**src/rtl/division_arbiter.sv**
```systemverilog
// Round-robin front end that shares one 8-bit sequential divider among N_REQ
// requesters: grant, issue a start pulse, wait for done or timeout, respond.
module division_arbiter #(
    parameter int N_REQ       = 4,
    parameter int TIMEOUT_CYC = 31
) (
    input  logic               clk,
    input  logic               rst_n,
    input  logic [N_REQ-1:0]   req_valid,
    output logic [N_REQ-1:0]   req_ready,
    input  logic [8*N_REQ-1:0] req_dividend,
    input  logic [8*N_REQ-1:0] req_divisor,
    output logic [N_REQ-1:0]   resp_valid,
    output logic [7:0]         resp_quotient,
    output logic [7:0]         resp_remainder,
    output logic               resp_error,
    output logic               busy,
    output logic               div_start,
    output logic [7:0]         div_dividend,
    output logic [7:0]         div_divisor,
    input  logic [7:0]         div_quotient,
    input  logic [7:0]         div_remainder,
    input  logic               div_done,
    input  logic               div_error
);

    localparam int GW = (N_REQ > 1) ? $clog2(N_REQ) : 1;

    typedef enum logic [1:0] {IDLE, ISSUE, WAIT, RESP} state_t;

    state_t        state_q, state_d;
    logic [GW-1:0] grant_q, grant_d;
    logic [GW-1:0] last_q, last_d;
    logic [7:0]    dvd_q, dvd_d;
    logic [7:0]    dvs_q, dvs_d;
    logic [7:0]    timer_q, timer_d;
    logic [7:0]    rq_q, rq_d;
    logic [7:0]    rr_q, rr_d;
    logic          re_q, re_d;

    logic [GW-1:0] pick;
    logic          any_req;
    logic [GW:0]   cand;

    // Round-robin search starting just above the last served requester.
    always_comb begin
        pick    = last_q;
        any_req = 1'b0;
        cand    = '0;
        for (int off = 1; off <= N_REQ; off++) begin
            cand = {1'b0, last_q} + (GW+1)'(off);
            if (cand >= (GW+1)'(N_REQ)) cand = cand - (GW+1)'(N_REQ);
            if (!any_req && req_valid[cand[GW-1:0]]) begin
                pick    = cand[GW-1:0];
                any_req = 1'b1;
            end
        end
    end

    always_comb begin
        state_d    = state_q;
        grant_d    = grant_q;
        last_d     = last_q;
        dvd_d      = dvd_q;
        dvs_d      = dvs_q;
        timer_d    = timer_q;
        rq_d       = rq_q;
        rr_d       = rr_q;
        re_d       = re_q;
        req_ready  = '0;
        resp_valid = '0;
        div_start  = 1'b0;
        case (state_q)
            IDLE: begin
                if (any_req) begin
                    for (int i = 0; i < N_REQ; i++)
                        req_ready[i] = (pick == GW'(i));
                    grant_d = pick;
                    dvd_d   = req_dividend[{pick, 3'b000} +: 8];
                    dvs_d   = req_divisor[{pick, 3'b000} +: 8];
                    state_d = ISSUE;
                end
            end
            ISSUE: begin
                div_start = 1'b1;
                timer_d   = '0;
                state_d   = WAIT;
            end
            WAIT: begin
                timer_d = timer_q + 8'd1;
                // A real completion wins over a timeout landing in the same cycle.
                if (div_done) begin
                    rq_d    = div_quotient;
                    rr_d    = div_remainder;
                    re_d    = div_error;
                    state_d = RESP;
                end else if (timer_q == 8'(TIMEOUT_CYC - 1)) begin
                    rq_d    = 8'hFF;
                    rr_d    = 8'hFF;
                    re_d    = 1'b1;
                    state_d = RESP;
                end
            end
            RESP: begin
                for (int i = 0; i < N_REQ; i++)
                    resp_valid[i] = (grant_q == GW'(i));
                last_d  = grant_q;
                state_d = IDLE;
            end
            default: state_d = IDLE;
        endcase
    end

    always_ff @(posedge clk or negedge rst_n) begin
        if (!rst_n) begin
            state_q <= IDLE;
            grant_q <= '0;
            last_q  <= GW'(N_REQ - 1);
            dvd_q   <= '0;
            dvs_q   <= '0;
            timer_q <= '0;
            rq_q    <= '0;
            rr_q    <= '0;
            re_q    <= 1'b0;
        end else begin
            state_q <= state_d;
            grant_q <= grant_d;
            last_q  <= last_d;
            dvd_q   <= dvd_d;
            dvs_q   <= dvs_d;
            timer_q <= timer_d;
            rq_q    <= rq_d;
            rr_q    <= rr_d;
            re_q    <= re_d;
        end
    end

    assign busy           = (state_q != IDLE);
    assign div_dividend   = dvd_q;
    assign div_divisor    = dvs_q;
    assign resp_quotient  = rq_q;
    assign resp_remainder = rr_q;
    assign resp_error     = re_q;

endmodule

```
**config.mk**
```make
export PLATFORM = sky130hd
export DESIGN_NAME = division_arbiter
export DESIGN_NICKNAME = d
export VERILOG_FILES = /design/src/rtl/division_arbiter.sv
export SDC_FILE = /design/constraint.sdc
export NUM_CORES = 1
export LEC_CHECK = 0
export ABC_AREA = 1
export BUFFER_PORTS_ARGS = -buffer_cell sky130_fd_sc_hd__buf_2
export CAP_MARGIN = 30
export CORE_MARGIN = 4
export CORE_UTILIZATION = 48
export CTS_BUF_LIST = sky130_fd_sc_hd__clkbuf_8 sky130_fd_sc_hd__clkbuf_16
export DETAILED_ROUTE_END_ITERATION = 12
export PLACE_DENSITY = 0.81
export SYNTH_ARGS = -nofsm -noshare
export SYNTH_HDL_FRONTEND = slang
export SYNTH_SLANG_ARGS = --single-unit
```
**constraint.sdc**
```tcl
create_clock -name clk -period 2.05 [get_ports clk]
set_input_delay 0.1025 -clock clk [delete_from_list [all_inputs] [get_ports clk]]
set_output_delay 0.1025 -clock clk [all_outputs]
set_load 0.02 [all_outputs]
```
==> results.cfg, run 1 <==
[status]
status = finished with violations
violations = negative setup slack

[yosys]
yosysTopAreaCell = dfrtp_1
syn_area_mm2 = 0.00305
postSynthAreaPerCell_um2 = 7.74
ys_types = 32
synth_ff_type = dfrtp_1
synth_fp_nets = 488
ys_seq_area_share_pct = 38.7
synth.top_cell.area_share_pct = 36.9
ys_ff_latch = 47
synth.area.top_cells = dfrtp_1, nand3_1, nand2_1
async_flop_share_pct = 100
yosys_warnings = 0
synth_edf_count = 0
synthCells = 394

[sta]
finalHoldViolCount = 0
rsz0062_at_grt = true
layout_min_cycle_time_ps = 2140
finalMaxSlewViolations = 0
fin_skew_ps = 3.55
setup_viol = 7
fin_setup_tns_ps = -296
max_freq_ghz = 0.468
fin_ws_ps = -85.8
worst_slew_margin_rel_pct = 60.9
worstMarginPinSlew_ps = 586
post-route-period-util_pct = 104

[place]
port_buffers = 130
hpwl_um = 6900
place_congestion = 0.943

[route]
firstDrtPassIters = 4
routed-via-count = 3302
vias_per_cell = 5.30
drt-total-wl_um = 9500
wl_per_cell_um = 15.3
drc = 0
drt_iter0_markers = 213
ant_nets = 0

[finish]
utilization_pct = 69.3
drive_gt1_share_pct = 42.5
synthToLayoutAreaGrowth_pct = 37.0
num_antenna_cells = 0
nNetsFinal = 641

[clock_network]
cts_buffer_depth = 2
cts_tree = yes
clkSinkCount = 47
worstSkewPairLatency_ps = 290
cts_root_buffer = clkbuf_8
clk_pin_slew_ps = 80
htreeDepth = 2
cts_buffers = 5

[global_routing]
grt_max_degree = 33
grt_pass1_vias = 3247
overflow = 0
antenna_found_initial = 0
grt_pass1_wl_um = 14500
grt_use_total_pct = 23.6

[power_and_ir_drop]
power_leakage_nw = 2.28
cellPowerDensity_mw_per_mm2 = 1890
vdd_ir_drop_max_v = 0.00155

[critical_path]
cp-start-kind = flop
r2r_slack_ps = 0
required_ps = 1950
crit_fanout = 9
critical_path_arrival_ps = 2030
critPathKind = reg -> out
endpoint_kind = output port

[die]
die_w_um = 87.7
core_area_mm2 = 0.00603
ioPinCount = 131
start_util_pct = 50.6
die_area_mm2 = 0.00769
die_h_um = 87.7
rows = 28

[worst_hold_path]
hp-class = in -> reg

[job]
cap_viol_max_count = 0
-- kinds of logic after synthesis --
family | share of synthesized area [%]
adder cells (fa/ha/maj) | 2.46
AO/OA/AOI/OAI | 6.65
buffers and inverters | 9.36
flip-flops | 38.7
AND/OR/NAND/NOR | 42.9
-- per-layer routing --
layer	track usage, %	wire length (um)	vias up
met5	0	0	-
met3	6.49	957	26
met1	27.2	3470	1514
met4	9.21	291	0
met2	41.6	4780	153
li1	-	-	1609
-- cell type report --
class | count | area (um2)
multi-input cells | 293 | 1670
well taps | 75 | 93.8
repair buffers | 163 | 985
fillers | 506 | 1850
clock inverters | 2 | 12.5
inverters | 37 | 151
flip-flops and latches | 47 | 1180
clock buffers | 6 | 82.6
-- worst paths after layout --
kind                                 startpoint          endpoint  cells after the start
min in group asynchronous                 rst_n  resp_quotient[7]                      2
worst max-delay path                  last_q[0]      req_ready[2]                     13
max in group asynchronous                 rst_n         last_q[1]                      3
worst max register to register        last_q[0]    div_divisor[6]                     11
worst min-delay path            div_quotient[6]  resp_quotient[6]                      3
worst min register to register   div_divisor[6]    div_divisor[6]                      2
-- per-stage QoR --
stage / instance area (um2) / cells / power (W) / hold WS (ps) / setup slack (ps)
2_1_floorplan: 3050 / 394 / 0.00533 / -193 / 9.90
3_3_place_gp: 3780 / 594 / 0.00637 / 9.74 / 98.3
3_5_place_dp: 3780 / 594 / 0.00651 / 13.6 / 29.9
4_1_cts: 4020 / 616 / 0.00746 / 50.3 / -90.8
5_1_grt: 4180 / 623 / 0.00854 / 46.5 / -191
6_report: 4180 / 623 / 0.00789 / 56.9 / -85.8
-- report_power, final --
| group | internal (W) | switching (W) | total (W) |
|---|---|---|---|
| Combinational | 0.00220 | 0.00351 | 0.00571 |
| Sequential | 0.00135 | 0.000265 | 0.00161 |
| Clock | 0.000271 | 0.000294 | 0.000566 |
-- sequential cells by signal, summed over array words and instances (netlist names), 2 cells and up --
| register | count |
|---|---|
| resp_quotient | 8 |
| div_dividend | 8 |
| last_q | 2 |
| div_divisor | 8 |
| timer_q | 8 |
| grant_q | 2 |
| resp_remainder | 8 |
| state_q | 2 |
-- synth_stat cells (all sizes together), types with 2 or more instances --
library cell    n
clkbuf          3
nand3         107
nor3            5
nor3b           2
inv            37
ha              6
o21ai           7
a21oi          24
nand2         104
o22ai           4
dfstp           2
buf            14
dfrtp          45
nand4           2
nor2           28
-- cell usage in the layout, fill, tap and decap left out, types with 2 or more instances in the layout --
cell and instances:
inv_1 33, dfstp_2 2, nand2_8 2, buf_4 27, clkbuf_8 6, buf_6 5, nand3_4 2, nor2_1 26
nand2_4 13, nor3b_1 2, o21ai_0 5, o22ai_1 4, buf_12 3, nand2_1 66, buf_2 126, nand3_2 12
nand3_1 93, nand2_2 23, dfrtp_1 45, nand4_1 2, ha_1 6, inv_6 2, a21oi_1 24, nor3_1 4
inv_2 2
-- critical path: stages, from the launching register on --
cell and delay (ps):
dfstp_2 600, inv_4 80, nand2_2 90, nand2_4 70, nand2_4 110, nand2_8 80
inv_6 80, nand3_4 80, inv_2 70, nand2_2 60, nand2_4 90, nand2_1 70
nor2_1 100, buf_4 160
-- what timing repair did --
action                                  4_1_cts  5_1_grt
hold endpoints to repair                     13        0
gates cloned                                  0        1
hold buffers                                  1        0
pin swaps                                     6        6
endpoints found under the setup margin        4       20
resized for setup                            13       27
buffers inserted                             13        7
Power figures use the tool's default switching activity.
==> run 2: changes to the inputs <==
- CELL_PAD_IN_SITES_DETAIL_PLACEMENT: unset -> 1
- CELL_PAD_IN_SITES_GLOBAL_PLACEMENT: unset -> 1
- CORE_UTILIZATION: 48 -> 30
- PLACE_DENSITY: 0.81 -> unset
- PLACE_DENSITY_LB_ADDON: unset -> 0.1
- clock period: 2.05 -> 1.95 ns (I/O delays scaled with it)
==> results.cfg, run 2 (synthesized netlist as in run 1, its figures left out) <==
[finish]
synthToLayoutAreaGrowth_pct = 62.2
utilization_pct = 50.4
multi_input_area_mm2 = 0.00195
ff_latch_area_mm2 = 0.00118
layout_commonest_cell = buf_2
drive_gt1_share_pct = 54.4
num_antenna_cells = 0
nNetsFinal = 678
stdcell_count = 718
fillers = 1225
layout_common_cells = buf_2, nand2_1, nand3_1, nand3_2, buf_4

[route]
firstDrtPassIters = 4
ant_nets = 0
vias_per_cell = 4.83
drt-total-wl_um = 11900
routed-via-count = 3466
drt_iter0_markers = 76
wl_per_cell_um = 16.6
drc = 0

[power_and_ir_drop]
p_sw_w = 0.00517
p_comb_share_pct = 75.7
internal-power_w = 0.00534
power_leakage_nw = 2.60
pwr-share-clk_pct = 8.1
vdd_ir_drop_max_v = 0.000812
seqPwrFrac_pct = 16.2
power_w = 0.0105
cellPowerDensity_mw_per_mm2 = 2120
swShare_pct = 49.2

[clock_network]
clk_pin_slew_ps = 100
cts_root_buffer = clkbuf_8
cts_tree = yes
cts_buffers = 5
worstSkewPairLatency_ps = 300
htreeDepth = 2
cts_buffer_depth = 2
clkSinkCount = 47

[worst_hold_path]
hp-class = in -> reg
min_from = div_error

[sta]
finalMaxSlewViolations = 0
worstMarginPinSlew_ps = 390
fin_skew_ps = 11.7
fin_ws_ps = -315
max_freq_ghz = 0.442
rsz0062_at_grt = true
layout_min_cycle_time_ps = 2260
worst_slew_margin_rel_pct = 73.9
finalHoldViolCount = 0
setup_viol = 21
post-route-period-util_pct = 116
hold_slack_ps = 32.0

[status]
violations = negative setup slack
status = finished with violations

[die]
start_util_pct = 31.1
die_area_mm2 = 0.0118
ioPinCount = 131
die_w_um = 109
core_area_mm2 = 0.00982
rows = 36
die_h_um = 109

[critical_path]
critical_path_arrival_ps = 2170
critPathSlowestCell = dfstp_2
required_ps = 1850
max_stage_delay_ps = 630
crit_fanout = 6
cp-start-kind = flop
cpMostUsedCell = nand2_4
worstReg2RegStart = last_q[0]
endpoint_kind = output port
startpoint = last_q[0]
critPathKind = reg -> out
crit_chain = buf_6 -> nand2_4 -> nand2_4 -> nand2_4 -> nand2_4 -> inv_4 -> nand3_4 -> inv_2 -> nand2_2 -> nand2_4 -> buf_12 -> nor3_4 -> buf_6

[global_routing]
grt_use_total_pct = 18.9
antenna_found_initial = 0
overflow = 0
grt_pass1_wl_um = 17700
grt_pass1_vias = 3496
grt_max_degree = 31

[place]
hpwl_um = 8420
place_congestion = 0.798
port_buffers = 130
post-place-ws_ps = -4.31
placedCellCount = 674

[job]
cap_viol_max_count = 0
==> run 2: cell types whose count changed in the layout (fill, tap and decap cells not counted), moves of 5 or more <==
cell / delta
buf_6: +10
buf_4: +21
nand2_4: +5
nand3_2: +39
nand3_1: -40
==> run 2: critical path: cells and delay by family (launching register included) <==
family / cells / cell delay (ps)
simple gates: 8 / 680
flops: 1 / 630
buf+inv: 5 / 560
==> run 2: repair_timing <==
| item | CTS | global route |
|---|---|---|
| gates resized for setup | 62 | 39 |
| endpoints found under the setup margin | 10 | 24 |
| endpoints found under the hold margin | 12 | 0 |
| pin swaps | 49 | 13 |
| setup buffers | 12 | 19 |
| hold buffers | 1 | 0 |
| gates cloned | 1 | 3 |
==> run 2: metrics by stage <==
stage               cell area, um2  setup TNS (ps)
global route                  4950           -5750
detailed placement            4070           -7.54
CTS                           4580           -2690
finish                        4950           -3650
global placement              4070               0
floorplan                     3050               0
==> run 2: final cells by class <==
type                       instances  share of cell area, %
inverter                          37                   3.06
timing repair buffer             199                   27.5
multi-input combinational        294                   39.5
sequential                        47                   23.8
clock inverter                     3                   1.37
clock buffer                       5                   1.39
tap                              133                   3.36
==> run 2: per-layer routing <==
| layer | vias to the layer above | global-route usage (%) | share of wire (%) |
|---|---|---|---|
| met4 | 0 | 6.31 | 2.9 |
| met2 | 107 | 32.6 | 51 |
| met3 | 25 | 4.68 | 6.5 |
| li1 | 1689 | - | - |
| met5 | - | 0 | 0 |
| met1 | 1645 | 23.1 | 40 |
==> run 2: path summary, 6_finish.rpt <==
| path | slack (ps) | cells past startpoint | endpoint |
|---|---|---|---|
| worst max-delay path | -310 | 13 | req_ready[0] |
| worst min-delay path | 30 | 3 | resp_error |
| max in group asynchronous | 1110 | 3 | last_q[1] |
| worst max register to register | -170 | 14 | div_dividend[2] |
| min in group asynchronous | 220 | 2 | resp_quotient[4] |
| worst min register to register | 480 | 2 | div_divisor[6] |
==> run 2: power by group through the flow <==
| stage | Combinational [W] | Clock, W | Sequential, W |
|---|---|---|---|
| floorplan | 0.00356 | 0 | 0.00206 |
| global route | 0.00864 | 0.000927 | 0.00176 |
| detailed placement | 0.00589 | 0 | 0.00171 |
| finish | 0.00796 | 0.000853 | 0.00170 |
| global placement | 0.00581 | 0 | 0.00169 |
| CTS | 0.00667 | 0.000889 | 0.00171 |
==> run 3: changes to the inputs <==
- BUFFER_PORTS_ARGS: -buffer_cell sky130_fd_sc_hd__buf_2 -> -buffer_cell sky130_fd_sc_hd__clkbuf_2
- CELL_PAD_IN_SITES_DETAIL_PLACEMENT: 1 -> unset
- CELL_PAD_IN_SITES_GLOBAL_PLACEMENT: 1 -> unset
- CORE_UTILIZATION: 30 -> 44
- PLACE_DENSITY: unset -> 0.78
- PLACE_DENSITY_LB_ADDON: 0.1 -> unset
==> results.cfg, run 3 (synthesized netlist as in run 1, its figures left out) <==
[clock_network]
cts_buffers = 5
htreeDepth = 2
cts_root_buffer = clkbuf_8
cts_tree = yes
clk_pin_slew_ps = 90
cts_buffer_depth = 2
worstSkewPairLatency_ps = 310
clkSinkCount = 47

[critical_path]
max_stage_delay_ps = 600
cp-start-kind = flop
crit_fanout = 8
required_ps = 1850
critical_path_arrival_ps = 2060
timing.rr.end = div_dividend[1]
r2r_slack_ps = -140
worstReg2RegStart = last_q[0]
critPathKind = reg -> out
reg2reg_depth = 16
endpoint_kind = output port
critPathSlowestCell = dfstp_2
crit_chain = inv_4 -> nand2_1 -> nand2_2 -> o21ai_0 -> nand3b_4 -> nand2_8 -> inv_6 -> nand2_4 -> nor2_1 -> buf_4

[worst_hold_path]
hold_path_end = resp_quotient[7]
whs_path_depth = 3
min_from = div_quotient[7]
hp-class = in -> reg

[global_routing]
overflow = 0
antenna_found_initial = 0
grtUsageMet1_pct = 26.7
grtUsageMet3_pct = 5.97
grt_max_degree = 33
top_usage_layer = met2
grt_pass1_wl_um = 15100
grt_use_total_pct = 22.3
grt_pass1_vias = 3162
grt.met2_usage_pct = 38.6

[finish]
fillers = 561
final_area_mm2 = 0.00434
drive_gt1_share_pct = 44.7
layout_common_cells = clkbuf_2, nand3_1, nand2_1, dfrtp_1, inv_1
nNetsFinal = 646
num_antenna_cells = 0
synthToLayoutAreaGrowth_pct = 42.5
layout_commonest_cell = clkbuf_2

[die]
rows = 30
core_area_mm2 = 0.00676
ioPinCount = 131
die_h_um = 91.2
die_area_mm2 = 0.00833
die_w_um = 91.2
start_util_pct = 45.1

[power_and_ir_drop]
vdd_ir_drop_max_v = 0.000814
power_w = 0.00890
cellPowerDensity_mw_per_mm2 = 2050
power_leakage_nw = 2.37

[sta]
finalHoldViolCount = 0
max_freq_ghz = 0.463
worstMarginPinSlew_ps = 591
fin_skew_ps = 12.0
fin_ws_ps = -212
worst_slew_margin_rel_pct = 60.5
hold_slack_ps = 29.5
finalMaxSlewViolations = 0
post-route-period-util_pct = 111
setup_viol = 21
layout_min_cycle_time_ps = 2160
rsz0062_at_grt = true

[route]
drc = 0
drt-total-wl_um = 9390
routed-via-count = 3279
vias_per_cell = 5.18
drt_iter0_markers = 186
ant_nets = 0
firstDrtPassIters = 5
wl_per_cell_um = 14.8

[place]
place_area_mm2 = 0.00380
hpwl_um = 6800
place_congestion = 0.870
post-place-ws_ps = -39.7
port_buffers = 130

[job]
cap_viol_max_count = 0

[status]
status = finished with violations
violations = negative setup slack
-- run 3: cell types whose count changed in the layout (fill, tap and decap cells not counted), moves of 4 or more --
cell      change
buf_6        -10
buf_4        -18
nand3_1      +34
buf_12        -4
nand3_2      -35
clkbuf_2    +126
buf_2       -126
-- run 3: worst max path at each step --
| stage | startpoint | end | slack [ps] | depth (start not counted) |
|---|---|---|---|---|
| 6_report | last_q[0] | req_ready[1] | -210 | 10 |
| 3_5_place_dp | last_q[0] | div_dividend[1] | -40 | 14 |
| 2_1_floorplan | last_q[0] | req_ready[2] | 20 | 12 |
| 3_3_place_gp | last_q[0] | div_dividend[1] | -20 | 13 |
| 4_1_cts | last_q[0] | req_ready[0] | -200 | 10 |
| 5_1_grt | last_q[0] | req_ready[0] | -310 | 10 |
-- run 3: routing by layer --
layer / vias to the layer above / wire [um]
li1: 1621 / -
met1: 1488 / 3610
met2: 146 / 4790
met3: 24 / 743
met4: 0 / 245
met5: - / 0
-- run 3: area by class of cell --
class	instances	area [um2]	area share (%)
sequential	47	1180	27.1
inverter	37	156	3.60
multi-input combinational	293	1750	40.4
timing repair buffer	168	1040	23.9
clock inverter	2	35.0	0.806
clock buffer	6	82.6	1.90
tap	80	100	2.30
-- run 3: report_power, final --
| group | internal, W | total [W] | switching, W |
|---|---|---|---|
| combinational | 0.00257 | 0.00644 | 0.00387 |
| sequential | 0.00142 | 0.00171 | 0.000288 |
| clock | 0.000415 | 0.000750 | 0.000335 |
-- run 3: worst max-delay path, delay by kind of cell (launching register included) --
family          cells  cell delay (ps)
simple gates        6              580
buf+inv             3              280
compound gates      1              290
flops               1              600
-- run 3: stage by stage --
stage | cells | utilization (%) | setup TNS (ps)
2_1_floorplan | 394 | - | 0
3_3_place_gp | 600 | 56.2 | -24.1
3_5_place_dp | 600 | 56.2 | -82.5
4_1_cts | 630 | 63.3 | -1540
5_1_grt | 633 | 64.3 | -4850
6_report | 633 | 64.3 | -2320
-- run 3: what timing repair did --
item                       in CTS  in global routing
buffers inserted               21                  3
hold buffers                    1                  0
gates cloned                    1                  0
pin swaps                      16                  6
hold endpoints to repair       20                  0
gates resized for setup        45                 14
setup endpoints to repair       7                 23
